File: src/rtl/lda_pkg.sv
`timescale 1ns/1ps
// lda_pkg: shared constants for the line-draw command interface.
//   - default coordinate / colour widths
//   - Avalon-MM bus widths and register word addresses
//   - bit positions of single-bit fields
//   - command FSM state encoding
package lda_pkg;

    localparam int X_W_DEF     = 9;
    localparam int Y_W_DEF     = 8;
    localparam int COLOR_W_DEF = 3;

    localparam int DATA_W = 32;
    localparam int ADDR_W = 3;

    localparam logic [ADDR_W-1:0] ADDR_MODE   = 3'd0;
    localparam logic [ADDR_W-1:0] ADDR_STATUS = 3'd1;
    localparam logic [ADDR_W-1:0] ADDR_GO     = 3'd2;
    localparam logic [ADDR_W-1:0] ADDR_START  = 3'd3;
    localparam logic [ADDR_W-1:0] ADDR_END    = 3'd4;
    localparam logic [ADDR_W-1:0] ADDR_COLOR  = 3'd5;

    // MODE.bit0 selects poll (1) or stall (0); STATUS.bit0 is busy.
    localparam int MODE_POLL_BIT   = 0;
    localparam int STATUS_BUSY_BIT = 0;
    // Points pack x in the low bits and y directly above it.
    localparam int PT_X_LSB        = 0;
    localparam int COLOR_LSB       = 0;

    typedef enum logic [1:0] {
        S_IDLE  = 2'd0,
        S_START = 2'd1,
        S_BUSY  = 2'd2
    } state_t;

endpackage

File: src/rtl/lda_cmd_bus_if.sv
`timescale 1ns/1ps
// lda_cmd_bus_if: Avalon-MM slave bus for the line-draw command block.
//   slave  modport: the command block (takes address/strobes/data,
//                   returns readdata/waitrequest)
//   master modport: the CPU side driving accesses
interface lda_cmd_bus_if;
    import lda_pkg::*;

    logic [ADDR_W-1:0] s_address;
    logic              s_read;
    logic              s_write;
    logic [DATA_W-1:0] s_writedata;
    logic [DATA_W-1:0] s_readdata;
    logic              s_waitrequest;

    modport slave (
        input  s_address, s_read, s_write, s_writedata,
        output s_readdata, s_waitrequest
    );

    modport master (
        output s_address, s_read, s_write, s_writedata,
        input  s_readdata, s_waitrequest
    );

endinterface

File: src/rtl/lda_cmd_regs.sv
`timescale 1ns/1ps
// lda_cmd_regs: register file and read mux of the line-draw command block.
// Ports:
//   clk, reset       clock, synchronous active-high reset
//   wr_en            a write was accepted this cycle
//   busy             draw in progress: only MODE may be written
//   address          word address of the access
//   writedata        write data
//   readdata         combinational read data (0 while reset is high)
//   mode_poll        MODE.bit0
//   x0, y0, x1, y1   line endpoints straight from the registers
//   color            line colour straight from the register
module lda_cmd_regs
    import lda_pkg::*;
#(
    parameter int X_W     = X_W_DEF,
    parameter int Y_W     = Y_W_DEF,
    parameter int COLOR_W = COLOR_W_DEF
) (
    input  logic               clk,
    input  logic               reset,
    input  logic               wr_en,
    input  logic               busy,
    input  logic [ADDR_W-1:0]  address,
    input  logic [DATA_W-1:0]  writedata,
    output logic [DATA_W-1:0]  readdata,
    output logic               mode_poll,
    output logic [X_W-1:0]     x0,
    output logic [Y_W-1:0]     y0,
    output logic [X_W-1:0]     x1,
    output logic [Y_W-1:0]     y1,
    output logic [COLOR_W-1:0] color
);

    localparam int PT_Y_LSB = PT_X_LSB + X_W;
    localparam int PT_W     = X_W + Y_W;

    logic               mode_reg;
    logic [X_W-1:0]     x0_reg, x1_reg;
    logic [Y_W-1:0]     y0_reg, y1_reg;
    logic [COLOR_W-1:0] color_reg;
    logic [DATA_W-1:0]  rd_mux;

    // Upper write-data bits carry no field.
    logic unused_wdata;
    assign unused_wdata = ^writedata[DATA_W-1:PT_W];

    always_ff @(posedge clk) begin
        if (reset) begin
            mode_reg  <= 1'b0;
            x0_reg    <= '0;
            y0_reg    <= '0;
            x1_reg    <= '0;
            y1_reg    <= '0;
            color_reg <= '0;
        end else if (wr_en) begin
            case (address)
                ADDR_MODE: mode_reg <= writedata[MODE_POLL_BIT];
                // Drawing parameters are frozen while a line is in flight.
                ADDR_START: if (!busy) begin
                    x0_reg <= writedata[PT_X_LSB +: X_W];
                    y0_reg <= writedata[PT_Y_LSB +: Y_W];
                end
                ADDR_END: if (!busy) begin
                    x1_reg <= writedata[PT_X_LSB +: X_W];
                    y1_reg <= writedata[PT_Y_LSB +: Y_W];
                end
                ADDR_COLOR: if (!busy) color_reg <= writedata[COLOR_LSB +: COLOR_W];
                default: ;
            endcase
        end
    end

    always_comb begin
        rd_mux = '0;
        case (address)
            ADDR_MODE:   rd_mux[MODE_POLL_BIT]      = mode_reg;
            ADDR_STATUS: rd_mux[STATUS_BUSY_BIT]    = busy;
            ADDR_START:  rd_mux[PT_W-1:0]           = {y0_reg, x0_reg};
            ADDR_END:    rd_mux[PT_W-1:0]           = {y1_reg, x1_reg};
            ADDR_COLOR:  rd_mux[COLOR_LSB +: COLOR_W] = color_reg;
            default:     rd_mux = '0;
        endcase
    end

    assign readdata  = reset ? '0 : rd_mux;
    assign mode_poll = mode_reg;
    assign x0        = x0_reg;
    assign y0        = y0_reg;
    assign x1        = x1_reg;
    assign y1        = y1_reg;
    assign color     = color_reg;

endmodule

File: src/rtl/lda_cmd_if.sv
`timescale 1ns/1ps
// lda_cmd_if: Avalon-MM command front end for a line-draw engine.
// A GO write launches a draw (one-cycle lda_start), the block stays busy
// until the engine pulses lda_done. In stall mode any access made while
// busy is held with waitrequest; in poll mode nothing stalls and writes
// to the drawing registers are dropped while busy.
// Ports:
//   clk, reset          clock, synchronous active-high reset
//   bus                 Avalon-MM slave (lda_cmd_bus_if.slave)
//   lda_start           draw launch pulse
//   lda_done            draw completion pulse from the engine
//   x0, y0, x1, y1      line endpoints
//   color               line colour
module lda_cmd_if
    import lda_pkg::*;
#(
    parameter int X_W     = X_W_DEF,
    parameter int Y_W     = Y_W_DEF,
    parameter int COLOR_W = COLOR_W_DEF
) (
    input  logic               clk,
    input  logic               reset,
    lda_cmd_bus_if.slave       bus,
    output logic               lda_start,
    input  logic               lda_done,
    output logic [X_W-1:0]     x0,
    output logic [Y_W-1:0]     y0,
    output logic [X_W-1:0]     x1,
    output logic [Y_W-1:0]     y1,
    output logic [COLOR_W-1:0] color
);

    state_t state_reg, state_next;
    logic   busy;
    logic   mode_poll;
    logic   wait_req;
    logic   wr_accept;
    logic   go_write;
    logic   start_comb;

    assign busy = (state_reg != S_IDLE);

    always_comb begin
        wait_req = 1'b0;
        if (!reset && !mode_poll)
            wait_req = busy & (bus.s_read | bus.s_write);
    end
    assign bus.s_waitrequest = wait_req;

    assign wr_accept = bus.s_write & ~wait_req & ~reset;
    // A GO while busy can only be accepted in poll mode, where it is dropped.
    assign go_write  = wr_accept & (bus.s_address == ADDR_GO) & ~busy;

    always_ff @(posedge clk) begin
        if (reset)
            state_reg <= S_IDLE;
        else
            state_reg <= state_next;
    end

    always_comb begin
        state_next = state_reg;
        start_comb = 1'b0;
        case (state_reg)
            S_IDLE:  if (go_write) state_next = S_START;
            S_START: begin
                start_comb = 1'b1;
                state_next = S_BUSY;
            end
            S_BUSY:  if (lda_done) state_next = S_IDLE;
            default: state_next = S_IDLE;
        endcase
    end

    // Reset arriving in S_START must not leak a launch pulse.
    assign lda_start = start_comb & ~reset;

    lda_cmd_regs #(
        .X_W     (X_W),
        .Y_W     (Y_W),
        .COLOR_W (COLOR_W)
    ) u_regs (
        .clk       (clk),
        .reset     (reset),
        .wr_en     (wr_accept),
        .busy      (busy),
        .address   (bus.s_address),
        .writedata (bus.s_writedata),
        .readdata  (bus.s_readdata),
        .mode_poll (mode_poll),
        .x0        (x0),
        .y0        (y0),
        .x1        (x1),
        .y1        (y1),
        .color     (color)
    );

endmodule

File: src/flat_wrapper.sv
// flat-port wrapper written by rule: the top's interface ports become plain ports
module lda_cmd_if_flat import lda_pkg::*;
#(
    parameter int X_W     = X_W_DEF,
    parameter int Y_W     = Y_W_DEF,
    parameter int COLOR_W = COLOR_W_DEF
)
  (clk, reset, lda_start, lda_done, x0, y0, x1, y1, color, bus_s_address, bus_s_read, bus_s_write, bus_s_writedata, bus_s_readdata, bus_s_waitrequest);
  lda_cmd_bus_if bus_i ();
  input  logic clk;
  input  logic reset;
  output logic lda_start;
  input  logic lda_done;
  output logic [X_W-1:0] x0;
  output logic [Y_W-1:0] y0;
  output logic [X_W-1:0] x1;
  output logic [Y_W-1:0] y1;
  output logic [COLOR_W-1:0] color;
  input wire logic [$bits(bus_i.s_address)-1:0] bus_s_address;
  input wire logic [$bits(bus_i.s_read)-1:0] bus_s_read;
  input wire logic [$bits(bus_i.s_write)-1:0] bus_s_write;
  input wire logic [$bits(bus_i.s_writedata)-1:0] bus_s_writedata;
  output wire logic [$bits(bus_i.s_readdata)-1:0] bus_s_readdata;
  output wire logic [$bits(bus_i.s_waitrequest)-1:0] bus_s_waitrequest;
  assign bus_i.s_address = bus_s_address;
  assign bus_i.s_read = bus_s_read;
  assign bus_i.s_write = bus_s_write;
  assign bus_i.s_writedata = bus_s_writedata;
  assign bus_s_readdata = bus_i.s_readdata;
  assign bus_s_waitrequest = bus_i.s_waitrequest;
  lda_cmd_if #(.X_W(X_W), .Y_W(Y_W), .COLOR_W(COLOR_W)) u_core (.clk(clk), .reset(reset), .bus(bus_i), .lda_start(lda_start), .lda_done(lda_done), .x0(x0), .y0(y0), .x1(x1), .y1(y1), .color(color));
endmodule
File: config.mk
export PLATFORM = sky130hd
export DESIGN_NAME = lda_cmd_if_flat
export DESIGN_NICKNAME = d
export VERILOG_FILES = /design/src/rtl/lda_pkg.sv /design/src/rtl/lda_cmd_bus_if.sv /design/src/rtl/lda_cmd_regs.sv /design/src/rtl/lda_cmd_if.sv /design/src/flat_wrapper.sv
export SDC_FILE = /design/constraint.sdc
export NUM_CORES = 1
export LEC_CHECK = 0
export BUFFER_PORTS_ARGS = -buffer_cell sky130_fd_sc_hd__buf_2
export CAP_MARGIN = 20
export CORE_ASPECT_RATIO = 2
export CORE_MARGIN = 2
export CORE_UTILIZATION = 45
export CTS_CLUSTER_DIAMETER = 200
export DETAILED_ROUTE_END_ITERATION = 16
export HOLD_SLACK_MARGIN = 0.03
export PLACE_DENSITY = 0.84
export SLEW_MARGIN = 40
export SYNTH_ARGS = -nofsm -noshare
export SYNTH_HDL_FRONTEND = slang
export SYNTH_SLANG_ARGS = --single-unit
File: constraint.sdc
create_clock -name clk -period 3.2 [get_ports clk]
set_clock_uncertainty 0.2 [all_clocks]
set_input_delay 0.8 -clock clk [delete_from_list [all_inputs] [get_ports clk]]
set_output_delay 0.8 -clock clk [all_outputs]
set_load 0.005 [all_outputs]
==> After elaboration in Yosys (flattened, before gate mapping) <==
Index checks and enable logic that the tools add are counted.
{ "word_totals": {"elab_cells": 46, "mem_bits_rw": 0, "n_memories": 0, "ff_bits": 40, "out_inout_bits": 71, "latch_bits": 0, "romBits": 0} }
{ "op_classes": {"n_reduce_logical": 11, "eq_ne": 9, "bitwise_logic": 10, "n_mul": 0, "addsub": 0, "shift": 0, "mux": 9, "n_lt_le_gt_ge": 0, "div": 0} }
{ "op_table": {"columns": ["operator", "n"], "rows": [
  ["$pmux W14 S2", 1],
  ["$mux W17", 1],
  ["$pmux W2 S3", 2],
  ["$reduce_and A3 Y1", 3],
  ["$and A1 B1 Y1", 6],
  ["$eq A3 B2 Y1 const B", 2],
  ["$eq A3 B3 Y1 const B", 2],
  ["$pmux W1 S5", 1],
  ["$mux W2", 2],
  ["$reduce_and A2 Y1", 2],
  ["$eq A3 B1 Y1 const B", 1],
  ["$logic_not A3 Y1", 1],
  ["$not A1 Y1", 3],
  ["$eq A2 B1 Y1 const B", 1],
  ["$eq A2 B2 Y1 const B", 1],
  ["$logic_not A1 Y1", 2],
  ["$logic_not A2 Y1", 1],
  ["$mux W1", 2],
  ["$ne A2 B1 Y1 const B", 1],
  ["$ne A2 B2 Y1 const B", 1],
  ["$reduce_bool A2 Y1", 1],
  ["$logic_and A1 B1 Y1", 1],
  ["$or A1 B1 Y1", 1]
]} }

==> Depth between registers and ports, before layout <==
Gate-level depths: netlist of the first run.
{ "logic_depth": {"ltp_word": 10, "depth_mapped": 6} }

==> Hierarchy <==
A second synthesis of the first run with hierarchy kept.
{ "hier_totals": {"hier_cells": 224, "hier_area_um2": 2139.6} }
{ "modules_own_cells": {"columns": ["module", "instances", "area_each_um2", "cells_per_inst", "seq_area_each_um2"], "rows": [
  ["lda_cmd_regs", 1, 2024.4, 211, 760.7],
  ["lda_cmd_if", 1, 115.1, 13, 40.0]
]} }

==> Least setup slack after synthesis of the first run <==
No wires, ideal clock.
{ "synth_path": {"path_type": "input-to-output", "start": "in bus_s_address[0]", "end": "out bus_s_readdata[16]", "path_slack_ns": 0.579, "path_buffers": 3, "path_stages": 6, "arrival_time_ns": 1.621, "path_cell_list": "buf_4 -> and3b_1 -> buf_2 -> buf_2 -> a22oi_1 -> nor2_1"} }
{ "synth_via": {"elab_chain_len": 3} }
{ "synth_lines": {"columns": ["element", "line_no", "rtl"], "rows": [
  ["from (decl)", "flat_wrapper.sv:19", "input wire logic [$bits(bus_i.s_address)-1:0] bus_s_address;"],
  ["$eq A3 B3 Y1 / $eq A3 B2 Y1 (equally long branches)", "lda_cmd_regs.sv:76", "case (address)"],
  ["$pmux W14 S2 *", "lda_cmd_regs.sv:76", null],
  ["$mux W17 *", "lda_cmd_regs.sv:86", "assign readdata = reset ? '0 : rd_mux;"],
  ["to (decl)", "flat_wrapper.sv:23", "output wire logic [$bits(bus_i.s_readdata)-1:0] bus_s_readdata;"]
]} }
Every way passes the cells marked *; elsewhere a longest branch is shown, timed or not.

==> Final worst setup path of the first run <==
{ "layout_path": {"start": "in bus_s_address[0]", "end": "out bus_s_readdata[8]"} }
Same word-level chain as after synthesis.

==> run metrics, run 1 <==
pre-CTS WS 0.3253 ns; drt first pass iters 5; Syn Inst Count 253; worst min-delay path class register to register; Final ANT Viol Nets 0; Max Freq 0.3485 GHz; Worst Max-Slew Pin Slew 0.6145 ns; Slowest-stage cell, CP buf_2; crit-path max FO 33; CP cell instances buf_2 > and3b_1 > buf_12 > a22oi_1 > nor2_1 > buf_2; most used cell, CP buf_2; clock share of power between 30% and 40%; # hold bufs at CTS 0; post-DR vias/cell roughly 5.4; initial antenna violation count 0; die area 5288 µm²; CTS root buf clkbuf_8; clock buffer count from CTS 5; commonest non-fill, non-tap cell in the layout buf_2; CTS-repair resized insts 0; Max-slew headroom 59.03%; Power Dens Cells approximately 390 nW/µm²; hpwl dp 3.631 mm; Layout area overhead 19.86%; fin nets 359; Avg Cell Area, Syn approximately 8.3 µm²; CP endpoint kind primary output; Max Cap Viol 0; routed vias 2032; H-Tree Depth 2; RR Endpoint u_core.u_regs.x0[3]; Reg2Reg Setup Slack approximately 1.4 ns; hold slack 0.2962 ns; Core Box Area 4554 µm²; CTS tree done; CP required roughly 2.2 ns; fin cells 374; sequential share of power 52.2%; Post-Place Cells ~370; share of layout cells above drive strength 1 32.60%; YS warnings 0; Hold Crit Start u_core.u_regs.x0[6]; final worst setup slack 0.3302 ns; Mapped Area 2111 µm²; Hold Vio Cnt, Final 0; total chip power 0.9765 mW; initial DRC count 50; Placer Congestion 0.7786; GRT Overall Usage 20.77%; Final min period between 2 and 3 ns; P_int approximately 0.74 mW; number of buffers added on ports 80; Die Wd 52.43 µm; worst r2r src u_core.state_reg[0]; Post-Route Setup TNS 0 ns; vias in the first global route 1837; arrival time at the worst endpoint 1.87 ns; Synth cell types 34; CP max stage delay 0.29 ns; worst vdd ir between 0.3 and 0.4 mV; commonest non-fill, non-tap cells in the layout buf_2, dfxtp_1, a21oi_1, nand3_1, o21ai_1; Cell Rows 35; Routed WL 5.352 mm; drt wl/cell roughly 14 µm; postcts setup bufs 0; Hold EP u_core.u_regs.x0[6]; Ant. Diodes 0; RSZ-0062 raised after global routing no; R2R depth 3; cell depth of the worst hold path 2; Sw Share 24.65%; first-pass GRT wire length about 8.5 mm; run status finished clean; switching pwr 0.2407 mW; sequential fraction of the synthesis area 37.94%; clock sink total 40; flops & latches, synth 40; leak pwr around 1.1 nW; CTS clock-pin slew for the worst setup and hold paths roughly 0.070 ns; clock tree buffer depth 2; crit path launch type primary input; Setup violations, final 0; Crit Path Category primary input to primary output; Comb pwr share 11.5%; clock latency at the later pin of the worst-skew pair 0.28 ns; die height 100.9 µm; I/O pins 111; largest net degree at the start of global routing between 50 and 60; Final Max Slew Viols 0; Initial Util 46.35%; Remaining DRCs 0; global route overflow 0; crit share post-route 89.68%
[metal layers]
layer | vias up | global-route usage, % | share of wire, %
li1 | 1001 | - | -
met1 | 957 | 23.65 | 40
met2 | 72 | 37.69 | 55
met3 | 2 | 2.226 | 4.7
met4 | 0 | 8.284 | 0.88
met5 | - | 0 | 0
[cell families (layout without fill, tap and decap cells)]
kind of cell           Yosys count  in the layout  synth area share [%]
AO/OA/AOI/OAI                   89             89                 23.36
buffers and inverters           42             94                 13.81
flip-flops                      40             40                 37.94
multiplexers                     6              6                 3.497
other                            1             15                0.1777
AND/OR/NAND/NOR                 75             75                 21.22
[power by group through the flow]
stage	registers (mW)	logic [mW]	clock network, mW
after global placement	0.521	0.111	0
after CTS	0.509	0.113	0.366
final	0.509	0.113	0.354
after detailed placement	0.521	0.113	0
after floorplan	0.521	0.0893	0
after global routing	0.510	0.125	0.380
[worst max-delay path: cells and delay by family]
family | cells | cell delay (ns)
AND/OR/NAND/NOR | 2 | 0.36
AO/OA/AOI/OAI | 1 | 0.09
buffers and inverters | 3 | 0.61
[synthesized netlist by cell type]
master / number / area [µm²]
nand2b_1: 2 / 12.51
nor4b_1: 2 / 17.52
nand3_1: 34 / 170.2
buf_4: 17 / 127.6
nand2_1: 2 / 7.510
dfxtp_1: 40 / 800.8
o22ai_1: 1 / 6.260
mux2_4: 2 / 30.03
mux2i_1: 1 / 10.01
o21ai_1: 29 / 145.1
conb_1: 1 / 3.750
nand3_4: 1 / 17.52
inv_1: 1 / 3.750
nor2_1: 20 / 75.07
or4b_4: 1 / 13.76
nor4_1: 1 / 6.260
or2b_1: 1 / 7.510
nand3b_1: 2 / 15.01
nor2b_1: 3 / 18.77
clkbuf_1: 7 / 26.28
or3b_1: 1 / 8.760
o32ai_1: 1 / 8.760
mux2_2: 3 / 33.78
o21a_1: 1 / 7.510
and3b_1: 1 / 8.760
a21oi_1: 36 / 180.2
nor3b_2: 1 / 12.51
buf_2: 8 / 40.04
a22oi_1: 16 / 120.1
nor4b_4: 2 / 47.55
buf_6: 8 / 90.09
o21ai_0: 5 / 25.02
buf_1: 1 / 3.750
or3b_2: 1 / 8.760
[stage by stage]
stage               utilization, %  cell area, µm²
CTS                          55.55            2530
finish                       55.55            2530
global placement             53.43            2434
global route                 55.55            2530
detailed placement           53.43            2434
floorplan                        -            2163
[worst max-delay path by stage]
| stage | start | endpoint | slack (ns) |
|---|---|---|---|
| final | bus_s_address[0] | bus_s_readdata[8] | 0.33 |
| after global routing | bus_s_address[0] | bus_s_readdata[7] | 0.22 |
| after CTS | bus_s_address[0] | bus_s_readdata[1] | 0.32 |
| after detailed placement | bus_s_address[0] | bus_s_readdata[1] | 0.33 |
| after global placement | bus_s_address[0] | bus_s_readdata[1] | 0.34 |
| after floorplan | bus_s_address[0] | bus_s_readdata[16] | 0.58 |
[layout make-up]
type,instances,area [µm²]
Tap cell,55,68.82
Multi-Input combinational cell,185,1077
Clock buffer,7,96.34
Timing Repair Buffer,86,483.0
Sequential cell,40,800.8
Fill cell,441,2024
Inverter,1,3.754
No activity file was read; power rests on OpenSTA's default activity.
==> run 2, diff against run 1 <==
--- a/config.mk
+++ b/config.mk
@@ -14,6 +14,7 @@
 export DETAILED_ROUTE_END_ITERATION = 16
 export HOLD_SLACK_MARGIN = 0.03
 export PLACE_DENSITY = 0.84
+export REMOVE_ABC_BUFFERS = 1
 export SLEW_MARGIN = 40
 export SYNTH_ARGS = -nofsm -noshare
 export SYNTH_HDL_FRONTEND = slang
==> run metrics, run 2 (same netlist as run 1, synthesis figures left out) <==
run status finished clean (unchanged); H-Tree Depth 2 (unchanged); number of buffers added on ports 80 (unchanged); clock sink total 40 (unchanged); switching pwr 0.2461 mW (was 0.2407 mW); Max-slew headroom 54.29% (was 59.03%); Critical Path Source bus_s_address[0] (unchanged); commonest non-fill, non-tap cells in the layout buf_2, dfxtp_1, a21oi_1, nand3_1, o21ai_1 (unchanged); clock buffer count from CTS 5 (unchanged); hpwl dp 3.913 mm (was 3.631 mm); Comb pwr share 11.9% (was 11.5%); clock share of power 35.4% (was 36.3%); die height 100.9 µm (unchanged); worst min-delay path class register to register (unchanged); CTS root buf clkbuf_8 (unchanged); clock tree buffer depth 2 (unchanged); post-DR vias/cell 5.566 (was 5.433); DP Area 2446 µm² (was 2434 µm²); Reg2Reg Setup Slack 1.41 ns (was 1.40 ns); Cell Rows 35 (unchanged); crit path launch type primary input (unchanged); GR met2 Demand/Resource 36.15% (was 37.69%); postcts setup bufs 0 (unchanged); CTS-repair resized insts 0 (unchanged); vias in the first global route 1851 (was 1837); first-pass GRT wire length 8.638 mm (was 8.480 mm); Routed WL 5.619 mm (was 5.352 mm); crit share post-route 90.92% (was 89.68%); CTS clock-pin slew for the worst setup and hold paths 0.07 ns (about the same); Final Max Slew Viols 0 (unchanged); Layout area overhead 20.15% (was 19.86%); R2R depth 3 (unchanged); drt first pass iters 4 (was 5); P_int 0.7203 mW (was 0.7358 mW); Post-Route Setup TNS 0 ns (unchanged); initial antenna violation count 0 (unchanged); Max Freq 0.3437 GHz (was 0.3485 GHz); # hold bufs at CTS 0 (unchanged); global route overflow 0 (unchanged); Die Wd 52.43 µm (unchanged); RR Endpoint u_core.u_regs.y0[7] (was u_core.u_regs.x0[3]); die area 5288 µm² (unchanged); routed vias 2115 (was 2032); CP cell instances buf_2 > nor3b_4 > buf_4 > a22oi_1 > nor2_1 > buf_2 (was buf_2 > and3b_1 > buf_12 > a22oi_1 > nor2_1 > buf_2); commonest non-fill, non-tap cell in the layout buf_2 (unchanged); leak pwr 1.105 nW (was 1.093 nW); Final min period 2.909 ns (was 2.870 ns); fin nets 364 (was 359); Hold Vio Cnt, Final 0 (unchanged); Setup violations, final 0 (unchanged); drt wl/cell 14.79 µm (was 14.31 µm); Slowest-stage cell, CP buf_4 (was buf_2); Worst Max-Slew Pin Slew 0.6856 ns (was 0.6145 ns); sequential share of power 52.7% (was 52.2%); RSZ-0062 raised after global routing no (unchanged); initial DRC count 82 (was 50); share of layout cells above drive strength 1 33.23% (was 32.60%); Placer Congestion 0.8172 (was 0.7786); I/O pins 111 (unchanged); cell depth of the worst hold path 2 (unchanged); Crit Path Category primary input to primary output (unchanged); CP endpoint kind primary output (unchanged); Ant. Diodes 0 (unchanged); most used cell, CP buf_2 (unchanged); met1 Use GR 25.68% (was 23.65%); clock latency at the later pin of the worst-skew pair 0.28 ns (about the same); Remaining DRCs 0 (unchanged); CTS tree done (unchanged); Max Cap Viol 0 (unchanged); Initial Util 46.35% (unchanged); CP required 2.20 ns (about the same); largest net degree at the start of global routing 36 (was 51); Core Box Area 4554 µm² (unchanged); Hold EP u_core.u_regs.x0[3] (was u_core.u_regs.x0[6]); final instance area 2536 µm² (was 2530 µm²); Power Dens Cells 381.1 nW/µm² (was 386.0 nW/µm²); Final ANT Viol Nets 0 (unchanged); crit-path max FO 22 (was 33); worst r2r src u_core.state_reg[0] (unchanged); Most Crowded Layer GR met2 (unchanged); CP max stage delay 0.29 ns (about the same); met3 Usage GRT 2.819% (was 2.226%); worst vdd ir 0.3274 mV (was 0.3343 mV); Sw Share 25.47% (was 24.65%); GRT Overall Usage 21.08% (was 20.77%); Hold Crit Start u_core.u_regs.x0[3] (was u_core.u_regs.x0[6]); arrival time at the worst endpoint 1.91 ns (was 1.87 ns)
[run 2: cell types whose count changed in the layout (fill, tap and decap cells not counted), sizes merged]
cell / previous run / this run
buf: 86 / 91
clkbuf: 7 / 8
[run 2: cell type report]
| cell class | instances | area, µm² |
|---|---|---|
| fillers | 444 | 2018 |
| multi-input cells | 185 | 1077 |
| flip-flops and latches | 40 | 800.8 |
| repair buffers | 91 | 495.5 |
| clock buffers | 8 | 90.09 |
| well taps | 55 | 68.82 |
| inverters | 1 | 3.754 |
[run 2: through the flow]
step | setup WS (ns) | hold WS, ns | power [mW] | instances | utilization, %
global placement | 0.2957 | 0.2773 | 0.6327 | 372 | 53.71
global route | 0.1788 | 0.3215 | 1.008 | 380 | 55.69
detailed placement | 0.2872 | 0.2804 | 0.6346 | 372 | 53.71
CTS | 0.2869 | 0.2972 | 0.9730 | 380 | 55.69
floorplan | 0.07159 | 0.2638 | 0.5657 | 226 | -
finish | 0.2906 | 0.2962 | 0.9665 | 380 | 55.69
[run 2: how the worst max path moves through the flow]
stage                         end  slack, ns  depth (start not counted)
2_1_floorplan  bus_s_readdata[10]       0.07                          3
3_3_place_gp   bus_s_readdata[11]       0.30                          6
3_5_place_dp   bus_s_readdata[11]       0.29                          6
4_1_cts        bus_s_readdata[11]       0.29                          6
5_1_grt         bus_s_readdata[8]       0.18                          6
6_report       bus_s_readdata[11]       0.29                          6
[run 2: critical path, delay by kind of cell]
family | cells | cell delay (ns)
AOI/OAI and AO/OA | 1 | 0.13
and+or+nand+nor | 2 | 0.35
buffers and inverters | 3 | 0.63
[run 2: routing by layer]
layer / wire, µm / part of all wire (%)
met1: 2177 / 39
met2: 3125 / 56
met3: 264 / 4.7
met4: 51 / 0.91
met5: 0 / 0
[run 2: power by group through the flow]
stage	clock, mW	sequential, mW	combinational [mW]
3_5_place_dp	0	0.521	0.114
2_1_floorplan	0	0.521	0.0450
4_1_cts	0.350	0.509	0.114
5_1_grt	0.373	0.510	0.125
3_3_place_gp	0	0.521	0.112
6_report	0.342	0.509	0.115
==> run 3, diff against run 2 <==
--- a/config.mk
+++ b/config.mk
@@ -7,13 +7,16 @@
 export LEC_CHECK = 0
 export BUFFER_PORTS_ARGS = -buffer_cell sky130_fd_sc_hd__buf_2
 export CAP_MARGIN = 20
+export CELL_PAD_IN_SITES_DETAIL_PLACEMENT = 1
+export CELL_PAD_IN_SITES_GLOBAL_PLACEMENT = 1
 export CORE_ASPECT_RATIO = 2
 export CORE_MARGIN = 2
-export CORE_UTILIZATION = 45
+export CORE_UTILIZATION = 34
 export CTS_CLUSTER_DIAMETER = 200
+export CTS_CLUSTER_SIZE = 30
 export DETAILED_ROUTE_END_ITERATION = 16
 export HOLD_SLACK_MARGIN = 0.03
-export PLACE_DENSITY = 0.84
+export PLACE_DENSITY = 0.89
 export REMOVE_ABC_BUFFERS = 1
 export SLEW_MARGIN = 40
 export SYNTH_ARGS = -nofsm -noshare
==> run metrics, run 3 (same netlist as run 1, synthesis figures left out) <==
CP max stage delay 0.28 ns (was 0.29 ns); Post-Route Setup TNS 0 ns (unchanged); total chip power 1.077 mW (was 0.9665 mW); Crit Path Category primary input to primary output (unchanged); drt first pass iters 4 (unchanged); CP cell instances buf_2 > and3b_1 > buf_12 > a22oi_1 > nor2_1 > buf_2 (was buf_2 > nor3b_4 > buf_4 > a22oi_1 > nor2_1 > buf_2); Remaining DRCs 0 (unchanged); crit share post-route 91.07% (was 90.92%); Setup violations, final 0 (unchanged); clock tree buffer depth 2 (unchanged); post-DR vias/cell 5.524 (was 5.566); Post-Place Cells 377 (was 372); Final Max Slew Viols 0 (unchanged); crit path launch type primary input (unchanged); worst min-delay path class register to register (unchanged); Worst Max-Slew Pin Slew 0.7497 ns (was 0.6856 ns); largest net degree at the start of global routing 36 (unchanged); first-pass GRT wire length 10.25 mm (was 8.638 mm); Cell Rows 40 (was 35); Power Dens Cells 421.0 nW/µm² (was 381.1 nW/µm²); Placer Congestion 0.7554 (was 0.8172); commonest non-fill, non-tap cell in the layout buf_2 (unchanged); fin cells 382 (was 380); H-Tree Depth 2 (unchanged); drt wl/cell 17.07 µm (was 14.79 µm); Die Wd 59.72 µm (was 52.43 µm); clock latency at the later pin of the worst-skew pair 0.27 ns (was 0.28 ns); commonest non-fill, non-tap cells in the layout buf_2, dfxtp_1, a21oi_1, nand3_1, o21ai_1 (unchanged); I/O pins 111 (unchanged); Final min period 2.914 ns (was 2.909 ns); CP required 2.20 ns (about the same); hpwl dp 4.617 mm (was 3.913 mm); number of buffers added on ports 80 (unchanged); Ant. Diodes 0 (unchanged); Slowest-stage cell, CP buf_2 (was buf_4); Core Box Area 6006 µm² (was 4554 µm²); CTS tree done (unchanged); Layout area overhead 21.22% (was 20.15%); clock buffer count from CTS 5 (unchanged); global route overflow 0 (unchanged); crit-path max FO 33 (was 22); Max-slew headroom 50.02% (was 54.29%); CTS root buf clkbuf_16 (was clkbuf_8); die area 6893 µm² (was 5288 µm²); routed vias 2110 (was 2115); fin util 42.60% (was 55.69%); worst vdd ir 0.3783 mV (was 0.3274 mV); most used cell, CP buf_2 (unchanged); Max Cap Viol 0 (unchanged); vias in the first global route 2139 (was 1851); fin nets 361 (was 364); die height 115.4 µm (was 100.9 µm); CP endpoint kind primary output (unchanged); share of layout cells above drive strength 1 32.60% (was 33.23%); Initial Util 35.15% (was 46.35%); RSZ-0062 raised after global routing no (unchanged); Routed WL 6.519 mm (was 5.619 mm); arrival time at the worst endpoint 1.91 ns (about the same); run status finished clean (unchanged); Hold Vio Cnt, Final 0 (unchanged); clock sink total 40 (unchanged); initial antenna violation count 0 (unchanged); CTS-repair resized insts 0 (unchanged); GRT Overall Usage 19.12% (was 21.08%); # hold bufs at CTS 0 (unchanged); CTS clock-pin slew for the worst setup and hold paths 0.05 ns (was 0.07 ns); # fillers 759 (was 444); postcts setup bufs 0 (unchanged); Max Freq 0.3431 GHz (was 0.3437 GHz); leak pwr 1.106 nW (was 1.105 nW); initial DRC count 44 (was 82); Final ANT Viol Nets 0 (unchanged)
==> run 3: cell types whose count changed in the layout (fill, tap and decap cells not counted), sizes merged <==
cell | before | now
clkbuf | 8 | 5
buf | 91 | 88
==> run 3: cell type report <==
class,instances,area [µm²],share of cell area (%)
Multi-Input combinational cell,185,1077,42.10
Sequential cell,40,800.8,31.30
Timing Repair Buffer,88,473.0,18.48
Clock buffer,5,125.1,4.890
Tap cell,63,78.83,3.081
Inverter,1,3.754,0.1467
==> run 3: worst max-delay path, delay by kind of cell <==
family                 cells  cell delay [ns]
and+or+nand+nor            2             0.39
AOI/OAI and AO/OA          1             0.11
buffers and inverters      3             0.61
==> run 3: where the power goes <==
part,total [mW],internal (mW),switching (mW)
logic,0.115,0.0381,0.0770
registers,0.510,0.505,0.00542
clock network,0.452,0.275,0.176
total,1.08,0.818,0.259
==> run 3: final timing paths <==
check / depth (start not counted) / startpoint / slack (ns) / endpoint
setup / recovery: 6 / bus_s_address[0] / 0.29 / bus_s_readdata[1]
setup reg to reg: 3 / u_core.state_reg[0] / 1.38 / u_core.u_regs.y0[7]
hold / removal: 2 / u_core.u_regs.x0[3] / 0.30 / u_core.u_regs.x0[3]
hold reg to reg: 2 / u_core.u_regs.x0[3] / 0.30 / u_core.u_regs.x0[3]
==> run 3: stage by stage <==
step / area [µm²] / setup WS [ns] / hold WS, ns
2_1_floorplan: 1876 / 0.07159 / 0.2638
3_3_place_gp: 2434 / 0.2848 / 0.2695
3_5_place_dp: 2434 / 0.2711 / 0.2858
4_1_cts: 2559 / 0.2651 / 0.2952
5_1_grt: 2559 / 0.2078 / 0.3140
6_report: 2559 / 0.2858 / 0.2985
==> run 3: layer usage <==
layer | wire, µm | track usage [%]
met4 | 98 | 6.667
met2 | 3710 | 36.09
met5 | 0 | 0
met1 | 2534 | 21.08
met3 | 175 | 1.897
